--- config.mk ---
export PLATFORM = sky130hd
export DESIGN_NAME = sdram_refresh_sched
export DESIGN_NICKNAME = d
export VERILOG_FILES = /design/src/rtl/sdram_refresh_sched.sv
export SDC_FILE = /design/constraint.sdc
export NUM_CORES = 1
export LEC_CHECK = 0
export CAP_MARGIN = 20
export CORE_ASPECT_RATIO = 1.4
export CORE_MARGIN = 2
export CORE_UTILIZATION = 51
export DETAILED_ROUTE_END_ITERATION = 8
export PLACE_DENSITY_LB_ADDON = 0.15
export SLEW_MARGIN = 20
export SYNTH_ARGS = -nofsm -noshare
export SYNTH_HDL_FRONTEND = slang
export SYNTH_SLANG_ARGS = --single-unit
--- constraint.sdc ---
create_clock -name soc_clk -period 3.1 [get_ports soc_clk]
set_input_delay 0.62 -clock soc_clk [delete_from_list [all_inputs] [get_ports soc_clk]]
set_output_delay 0.62 -clock soc_clk [all_outputs]
set_load 0.02 [all_outputs]
--- src/rtl/sdram_refresh_sched.sv ---
// SDRAM command-bus sequencer: JEDEC power-up, periodic auto-refresh with a
// small refresh debt counter, and a req/gnt handoff of the bus to the datapath.
module sdram_refresh_sched #(
    parameter int          T_INIT_CYC = 20000,
    parameter int          T_RP       = 2,
    parameter int          T_RFC      = 7,
    parameter int          T_MRD      = 2,
    parameter int          REFI_CYC   = 780,
    parameter logic [12:0] MODE_REG   = 13'h030
) (
    input  logic        soc_clk,
    input  logic        soc_reset,
    input  logic        dp_req,
    output logic        dp_gnt,
    output logic        refresh_pend,
    output logic        init_done,
    output logic        ref_overflow,
    output logic        seq_owns,
    output logic        seq_cke,
    output logic [3:0]  seq_cmd,
    output logic [12:0] seq_addr,
    output logic [1:0]  seq_ba
);

    localparam logic [3:0] CMD_DESELECT = 4'b1111;
    localparam logic [3:0] CMD_NOP      = 4'b0111;
    localparam logic [3:0] CMD_PRE      = 4'b0010;
    localparam logic [3:0] CMD_REF      = 4'b0001;
    localparam logic [3:0] CMD_LMR      = 4'b0000;
    localparam logic [12:0] ADDR_ALL_BANKS = 13'h0400;

    typedef enum logic [3:0] {
        S_INIT_WAIT, S_INIT_PRE, S_INIT_REF1, S_INIT_REF2, S_INIT_MRS,
        S_IDLE, S_GRANT, S_PRE, S_REF
    } state_t;

    state_t      state_reg, state_next;
    logic [15:0] timer_reg, timer_next;
    logic [15:0] refi_cnt_reg, refi_cnt_next;
    logic [2:0]  debt_reg, debt_next, debt_eff;
    logic        ref_issued_reg, ref_issued_next;
    logic        init_done_reg, init_done_next;
    logic        ovf_reg, ovf_next;
    logic        pend_reg, gnt_reg, owns_reg, cke_reg;
    logic [3:0]  cmd_reg, cmd_next;
    logic [12:0] addr_reg, addr_next;
    logic [1:0]  ba_reg, ba_next;
    logic        timer_zero, expire;

    assign timer_zero = (timer_reg == 16'd0);
    // A refresh issued on the previous edge has not yet been subtracted.
    assign debt_eff   = debt_reg - {2'b00, ref_issued_reg};

    // Each transition into a command state issues that command on the same
    // edge and loads the timer so the next command lands exactly one gap later.
    always_comb begin
        state_next      = state_reg;
        timer_next      = timer_zero ? 16'd0 : timer_reg - 16'd1;
        cmd_next        = CMD_NOP;
        addr_next       = '0;
        ba_next         = '0;
        ref_issued_next = 1'b0;
        init_done_next  = init_done_reg;
        case (state_reg)
            S_INIT_WAIT: if (timer_zero) begin
                state_next = S_INIT_PRE;
                cmd_next   = CMD_PRE;
                addr_next  = ADDR_ALL_BANKS;
                timer_next = 16'(T_RP - 1);
            end
            S_INIT_PRE: if (timer_zero) begin
                state_next = S_INIT_REF1;
                cmd_next   = CMD_REF;
                timer_next = 16'(T_RFC - 1);
            end
            S_INIT_REF1: if (timer_zero) begin
                state_next = S_INIT_REF2;
                cmd_next   = CMD_REF;
                timer_next = 16'(T_RFC - 1);
            end
            S_INIT_REF2: if (timer_zero) begin
                state_next = S_INIT_MRS;
                cmd_next   = CMD_LMR;
                addr_next  = MODE_REG;
                timer_next = 16'(T_MRD - 1);
            end
            S_INIT_MRS: if (timer_zero) begin
                state_next     = S_IDLE;
                init_done_next = 1'b1;
            end
            S_IDLE: begin
                if (debt_reg != 3'd0 && !dp_req) begin
                    state_next = S_PRE;
                    cmd_next   = CMD_PRE;
                    addr_next  = ADDR_ALL_BANKS;
                    timer_next = 16'(T_RP - 1);
                end else if (dp_req && debt_reg == 3'd0) begin
                    state_next = S_GRANT;
                end
            end
            S_GRANT: if (!dp_req) state_next = S_IDLE;
            S_PRE: if (timer_zero) begin
                state_next      = S_REF;
                cmd_next        = CMD_REF;
                timer_next      = 16'(T_RFC - 1);
                ref_issued_next = 1'b1;
            end
            S_REF: if (timer_zero) begin
                if (debt_eff != 3'd0) begin
                    cmd_next        = CMD_REF;
                    timer_next      = 16'(T_RFC - 1);
                    ref_issued_next = 1'b1;
                end else begin
                    state_next = S_IDLE;
                end
            end
            default: state_next = S_INIT_WAIT;
        endcase
    end

    assign expire = init_done_reg && (refi_cnt_reg == 16'(REFI_CYC - 1));

    always_comb begin
        refi_cnt_next = (!init_done_reg || expire) ? 16'd0 : refi_cnt_reg + 16'd1;
        debt_next     = debt_reg;
        ovf_next      = ovf_reg;
        // Simultaneous expiry and refresh cancel; an expiry is only lost at 7.
        if (expire && !ref_issued_reg) begin
            if (debt_reg == 3'd7) ovf_next = 1'b1;
            else                  debt_next = debt_reg + 3'd1;
        end else if (ref_issued_reg && !expire) begin
            debt_next = debt_reg - 3'd1;
        end
    end

    always_ff @(posedge soc_clk) begin
        if (soc_reset) begin
            state_reg      <= S_INIT_WAIT;
            timer_reg      <= 16'(T_INIT_CYC);
            refi_cnt_reg   <= '0;
            debt_reg       <= '0;
            ref_issued_reg <= 1'b0;
            init_done_reg  <= 1'b0;
            ovf_reg        <= 1'b0;
            pend_reg       <= 1'b0;
            gnt_reg        <= 1'b0;
            owns_reg       <= 1'b1;
            cke_reg        <= 1'b0;
            cmd_reg        <= CMD_DESELECT;
            addr_reg       <= '0;
            ba_reg         <= '0;
        end else begin
            state_reg      <= state_next;
            timer_reg      <= timer_next;
            refi_cnt_reg   <= refi_cnt_next;
            debt_reg       <= debt_next;
            ref_issued_reg <= ref_issued_next;
            init_done_reg  <= init_done_next;
            ovf_reg        <= ovf_next;
            pend_reg       <= (debt_next != 3'd0);
            gnt_reg        <= (state_next == S_GRANT);
            owns_reg       <= (state_next != S_GRANT);
            cke_reg        <= 1'b1;
            cmd_reg        <= cmd_next;
            addr_reg       <= addr_next;
            ba_reg         <= ba_next;
        end
    end

    assign dp_gnt       = gnt_reg;
    assign refresh_pend = pend_reg;
    assign init_done    = init_done_reg;
    assign ref_overflow = ovf_reg;
    assign seq_owns     = owns_reg;
    assign seq_cke      = cke_reg;
    assign seq_cmd      = cmd_reg;
    assign seq_addr     = addr_reg;
    assign seq_ba       = ba_reg;

endmodule

---- Word-level counts from Yosys, hierarchy flattened ----
Cells that the tools add are included.
storage, ports and cells
  flip-flop bits (word level) ............. 63
  word-level logic and storage cells ...... 89
operators by class
  $add $sub $neg .......................... 5
  equal/unequal tests ..................... 12
  multiplexer cells ....................... 38
  reduce and logical (&&, ||, !) cells .... 21
operators with widths
  kind                     number
  $mux W16                 6
  $pmux W16 S4             1
  $mux W4                  11
  $pmux W4 S9              1
  $pmux W11 S3             1
  $mux W3                  9
  $mux W11                 2
  $eq A4 B3 Y1 const B     5
  $add A16 B1 Y16 const B  1
  $eq A16 B10 Y1 const B   1
  $logic_not A16 Y1        1
  $sub A16 B1 Y16 const B  1
  $pmux W3 S5              1
  $reduce_bool A3 Y1       3
  $eq A4 B2 Y1 const B     2
  $mux W6                  1
  $logic_and A1 B1 Y1      5
  $eq A4 B1 Y1 const B     1
  $eq A4 B4 Y1 const B     1
  $logic_not A1 Y1         4
  $logic_not A4 Y1         1
  $mux W1                  4
  $ne A4 B3 Y1 const B     1
  $reduce_and A2 Y1        2
  other kinds (9)          10

---- Depth between registers and ports, before layout ----
  depth in word-level cells ............... 7
  gate-level depth with buffers ........... 8
  depth with buffers taken out ............ 7

---- Least setup slack after synthesis ----
No wires, ideal clock.
  path kind ............................... reg-to-reg
  from .................................... reg refi_cnt_reg[14]
  to ...................................... reg pend_reg (netlist: refresh_pend)
  arrival time ............................ 2.050 ns
  required time ........................... 2.973 ns
  setup slack ............................. 0.923 ns
  cell stages (with the launch flop) ...... 7
  period minus slack after synthesis ...... 2.177 ns
  cell sequence ........................... dfxtp_1 or4_4 and4b_1 buf_6 mux2i_1 mux2_4 or3_1
between the ends
  longest elaborated chain between the ends .. 7
  elaborated cells between the ends (all ways) .. 8
  classes of those cells .................. eq/ne: 1; mux: 2; reduce/logical: 5
RTL lines
  element                 line  RTL
  start, declared         39    logic [15:0] refi_cnt_reg, refi_cnt_next;
  start signal, assigned  155   refi_cnt_reg <= refi_cnt_next;
  $eq A16 B10 Y1 *        121   assign expire = init_done_reg && (refi_cnt_reg == 16'(REFI_CYC - 1));
  $logic_and A1 B1 Y1 *   121
  $logic_not A1 Y1        131   end else if (ref_issued_reg && !expire) begin
  $logic_and A1 B1 Y1     131
  $mux W3                 131
  $mux W3 *               128   if (expire && !ref_issued_reg) begin
  $reduce_bool A3 Y1 *    160   pend_reg <= (debt_next != 3'd0);
  end signal, assigned    160
  end, declared           44    logic pend_reg, gnt_reg, owns_reg, cke_reg;
Every way passes the cells marked *; elsewhere a longest branch is shown, timed or not.
A chain may end at the register's enable or synchronous reset.

---- Final worst setup path ----
  from .................................... reg refi_cnt_reg[7]
  to ...................................... reg pend_reg (netlist: refresh_pend)
The elaborated chain is that of the path after synthesis.

==> reports/metrics.csv <==
stage,metric,value,unit
placed_design,dp_hpwl,3.83,mm
synth,yosysWarnings,0,
global_route,grt_max_degree,19,
sta,finClkSkew,0.0104,ns
synth,syn_inst,319,
run,cap_violations,0,
pwr,leakage,1.02,nW
synth,synthAdderAreaFrac,0.0282,
pwr,p_int,0.00103,W
pwr,sw_frac_of_total,0.258,
finish,insertedDiodeCount,0,
worst_hold_path,min_path_type,register to register,
routing,vias_per_cell,5.46,
worst_setup_path,cp-start-kind,register,
die,start_util,0.520,
worst_setup_path,crit_arrival,2.55,ns
placed_design,placed_cell_area,2790,sq um
finish,final_common_cell,dfxtp_1,
global_route,gr-usage-all-layers,0.187,
synth,synth-simple-area-share,0.276,
routing,dr_wl_met3,165,um
routing,top_layer,met4,
worst_hold_path,hold_start,refi_cnt_reg[0],
placed_design,gp_congestion,0.869,
die,dieArea,5820,sq um
global_route,overflow,0,
clocking,clk_pin_slew,0.09,ns
die,die_y,89.5,um
synth,synth_top_family_by_area,simple AND/OR/NAND/NOR gates,
worst_setup_path,cp_max_fo,6,
synth,yosysUniqueCellTypes,50,
sta,fin_crit_sh,0.761,
synth,synth_edf_count,0,
worst_setup_path,crit_type,register to register,
clocking,htreeDepth,2,
routing,dr_wl_met2,2.80,mm
pwr,ir_drop,0.000321,V
sta,fin_setup_tns,0,ns
clocking,cts-hold-fix-buffers,0,
pwr,switchingPower,0.000358,W
synth,synth_compound_area_frac,0.119,
finish,area_delta_synth_final,9.41,%
routing,drc_errors,0,
die,io_pins,28,
sta,setup_violations,0,
worst_setup_path,r2r-start,refi_cnt_reg[7],
routing,routedLengthMet1,2.20,mm
clocking,cts_setup_buffers,0,
synth,syn_avg_cell_area,8.34,sq um
sta,slew_headroom,0.580,
pwr,pwr-share-comb,0.116,
worst_setup_path,cp-startpoint,refi_cnt_reg[7],
placed_design,port_buffers,15,
synth,async_flop_share,0,
clocking,cts_tree,built,
sta,hold_viol_final,0,
sta,min_period,2.36,ns
routing,wl_per_cell,13.4,um
sta,fmax,424,MHz
clocking,root_buffer,clkbuf_8,
finish,fillers,497,
synth,ys.flop_type,dfxtp_1,
global_route,antenna_found_initial,0,
die,coreArea,5120,sq um
finish,drive_gt1_frac,0.0488,
routing,detail-route-antenna-nets,0,
clocking,postCtsResizedCells,0,
global_route,grt_pass1_wl,8.54,mm
global_route,grt_pass1_vias,1882,
finish,mostFrequentLayoutCells,"dfxtp_1, nor2_1, nand2_1, nand3_1, xnor2_1",
routing,dr.pass1.iters,6,
synth,ys_seq_area_frac,0.391,
clocking,cts_buffer_depth,2,
sta,rsz0062_at_grt,no,
sta,finalMaxSlewViolations,0,
finish,nNetsFinal,336,
pwr,p_clk_frac,0.356,
synth,synthMuxAreaShare,0.0132,
die,row_count,31,
worst_setup_path,required,3.29,ns
synth,synth-xor-area-share,0.0988,
routing,drt_iter0_markers,88,
worst_setup_path,critPathCaptureType,register,
finish,stdcell_area,2910,sq um
pwr,p_per_area,476,nW/um^2
synth,synth_seq_cells,52,
clocking,cts_inserted_buffers,5,
clocking,worstSkewPairLatency,0.30,ns
routing,vias,2153,
status,outcome,finished clean,
pwr,p_seq_frac,0.528,
clocking,cts_sinks,52,
sta,worst_pin_slew,0.625,ns
synth,synth.cell_area,2660,sq um
routing,routed_wl,5.26,mm
die,die_width,65.0,um
## worst paths after layout
path                                   endpoint  slack, ns  cells after the start
worst min register to register  refi_cnt_reg[0]       0.48                      1
worst min-delay path            refi_cnt_reg[0]       0.48                      1
worst max-delay path               refresh_pend       0.74                      5
worst max register to register     refresh_pend       0.74                      5
## layout make-up
cell class                      instances  area (sq um)  share of cell area
Clock buffer                            6          82.6              0.0284
Clock inverter                          2          38.8              0.0133
Inverter                                9          33.8              0.0116
Multi-Input combinational cell        242          1470               0.504
Sequential cell                        52          1040               0.358
Tap cell                               66          82.6              0.0284
Timing Repair Buffer                   17           165              0.0567
## worst max-delay path: stages (launching register included)
cell     delay (ns)
dfxtp_1        0.36
or4_4          0.53
and4b_1        0.42
mux2i_1        0.28
mux2_4         0.32
or3_1          0.35
## through the flow
step	cells	utilization	hold slack, ns	setup slack, ns	power, W
6_report	394	0.568	0.478	0.742	0.00138
3_3_place_gp	386	0.545	0.436	0.621	0.000906
4_1_cts	394	0.568	0.482	0.739	0.00140
2_1_floorplan	330	-	0.430	0.923	0.000877
3_5_place_dp	386	0.545	0.460	0.591	0.000906
5_1_grt	394	0.568	0.505	0.641	0.00145
## logic make-up (layout without fill, tap and decap cells)
family                   after synthesis  after routing
AO/OA/AOI/OAI                         50             50
XOR/XNOR                              30             30
adder cells (fa/ha/maj)                6              6
buffers and inverters                 36             34
flip-flops                            52             52
multiplexers                           3              3
other                                  1             12
AND/OR/NAND/NOR                      141            141
## cell usage after synthesis, types with 3 or more instances
cell,count,area [sq um]
nand4_1,6,37.5
buf_4,13,97.6
xnor2_1,16,140
dfxtp_1,52,1040
a21oi_1,13,65.1
nor3_1,14,70.1
inv_1,8,30.0
clkbuf_1,11,41.3
o211ai_1,3,22.5
and3_1,5,31.3
a211oi_1,5,37.5
nor2b_1,5,31.3
nand2_1,18,67.6
ha_1,6,75.1
nor4_1,6,37.5
nand3_1,18,90.1
xor2_1,14,123
o21ai_0,13,65.1
nor2_1,44,165
or3_1,5,31.3
a21o_1,3,22.5
## routing by layer
layer,up-vias,global-route usage
li1,1110,-
met1,999,0.218
met2,34,0.337
met3,10,0.0353
met4,0,0.0720
met5,-,0
## power groups by stage
stage                     Clock [W]  Sequential (W)  Combinational, W
after floorplan                   0        0.000738          0.000139
after global placement            0        0.000745          0.000162
after detailed placement          0        0.000745          0.000161
after CTS                  0.000509        0.000730          0.000162
after global routing       0.000532        0.000737          0.000180
final                      0.000493        0.000730          0.000161
No activity file was read; power rests on OpenSTA's default activity.
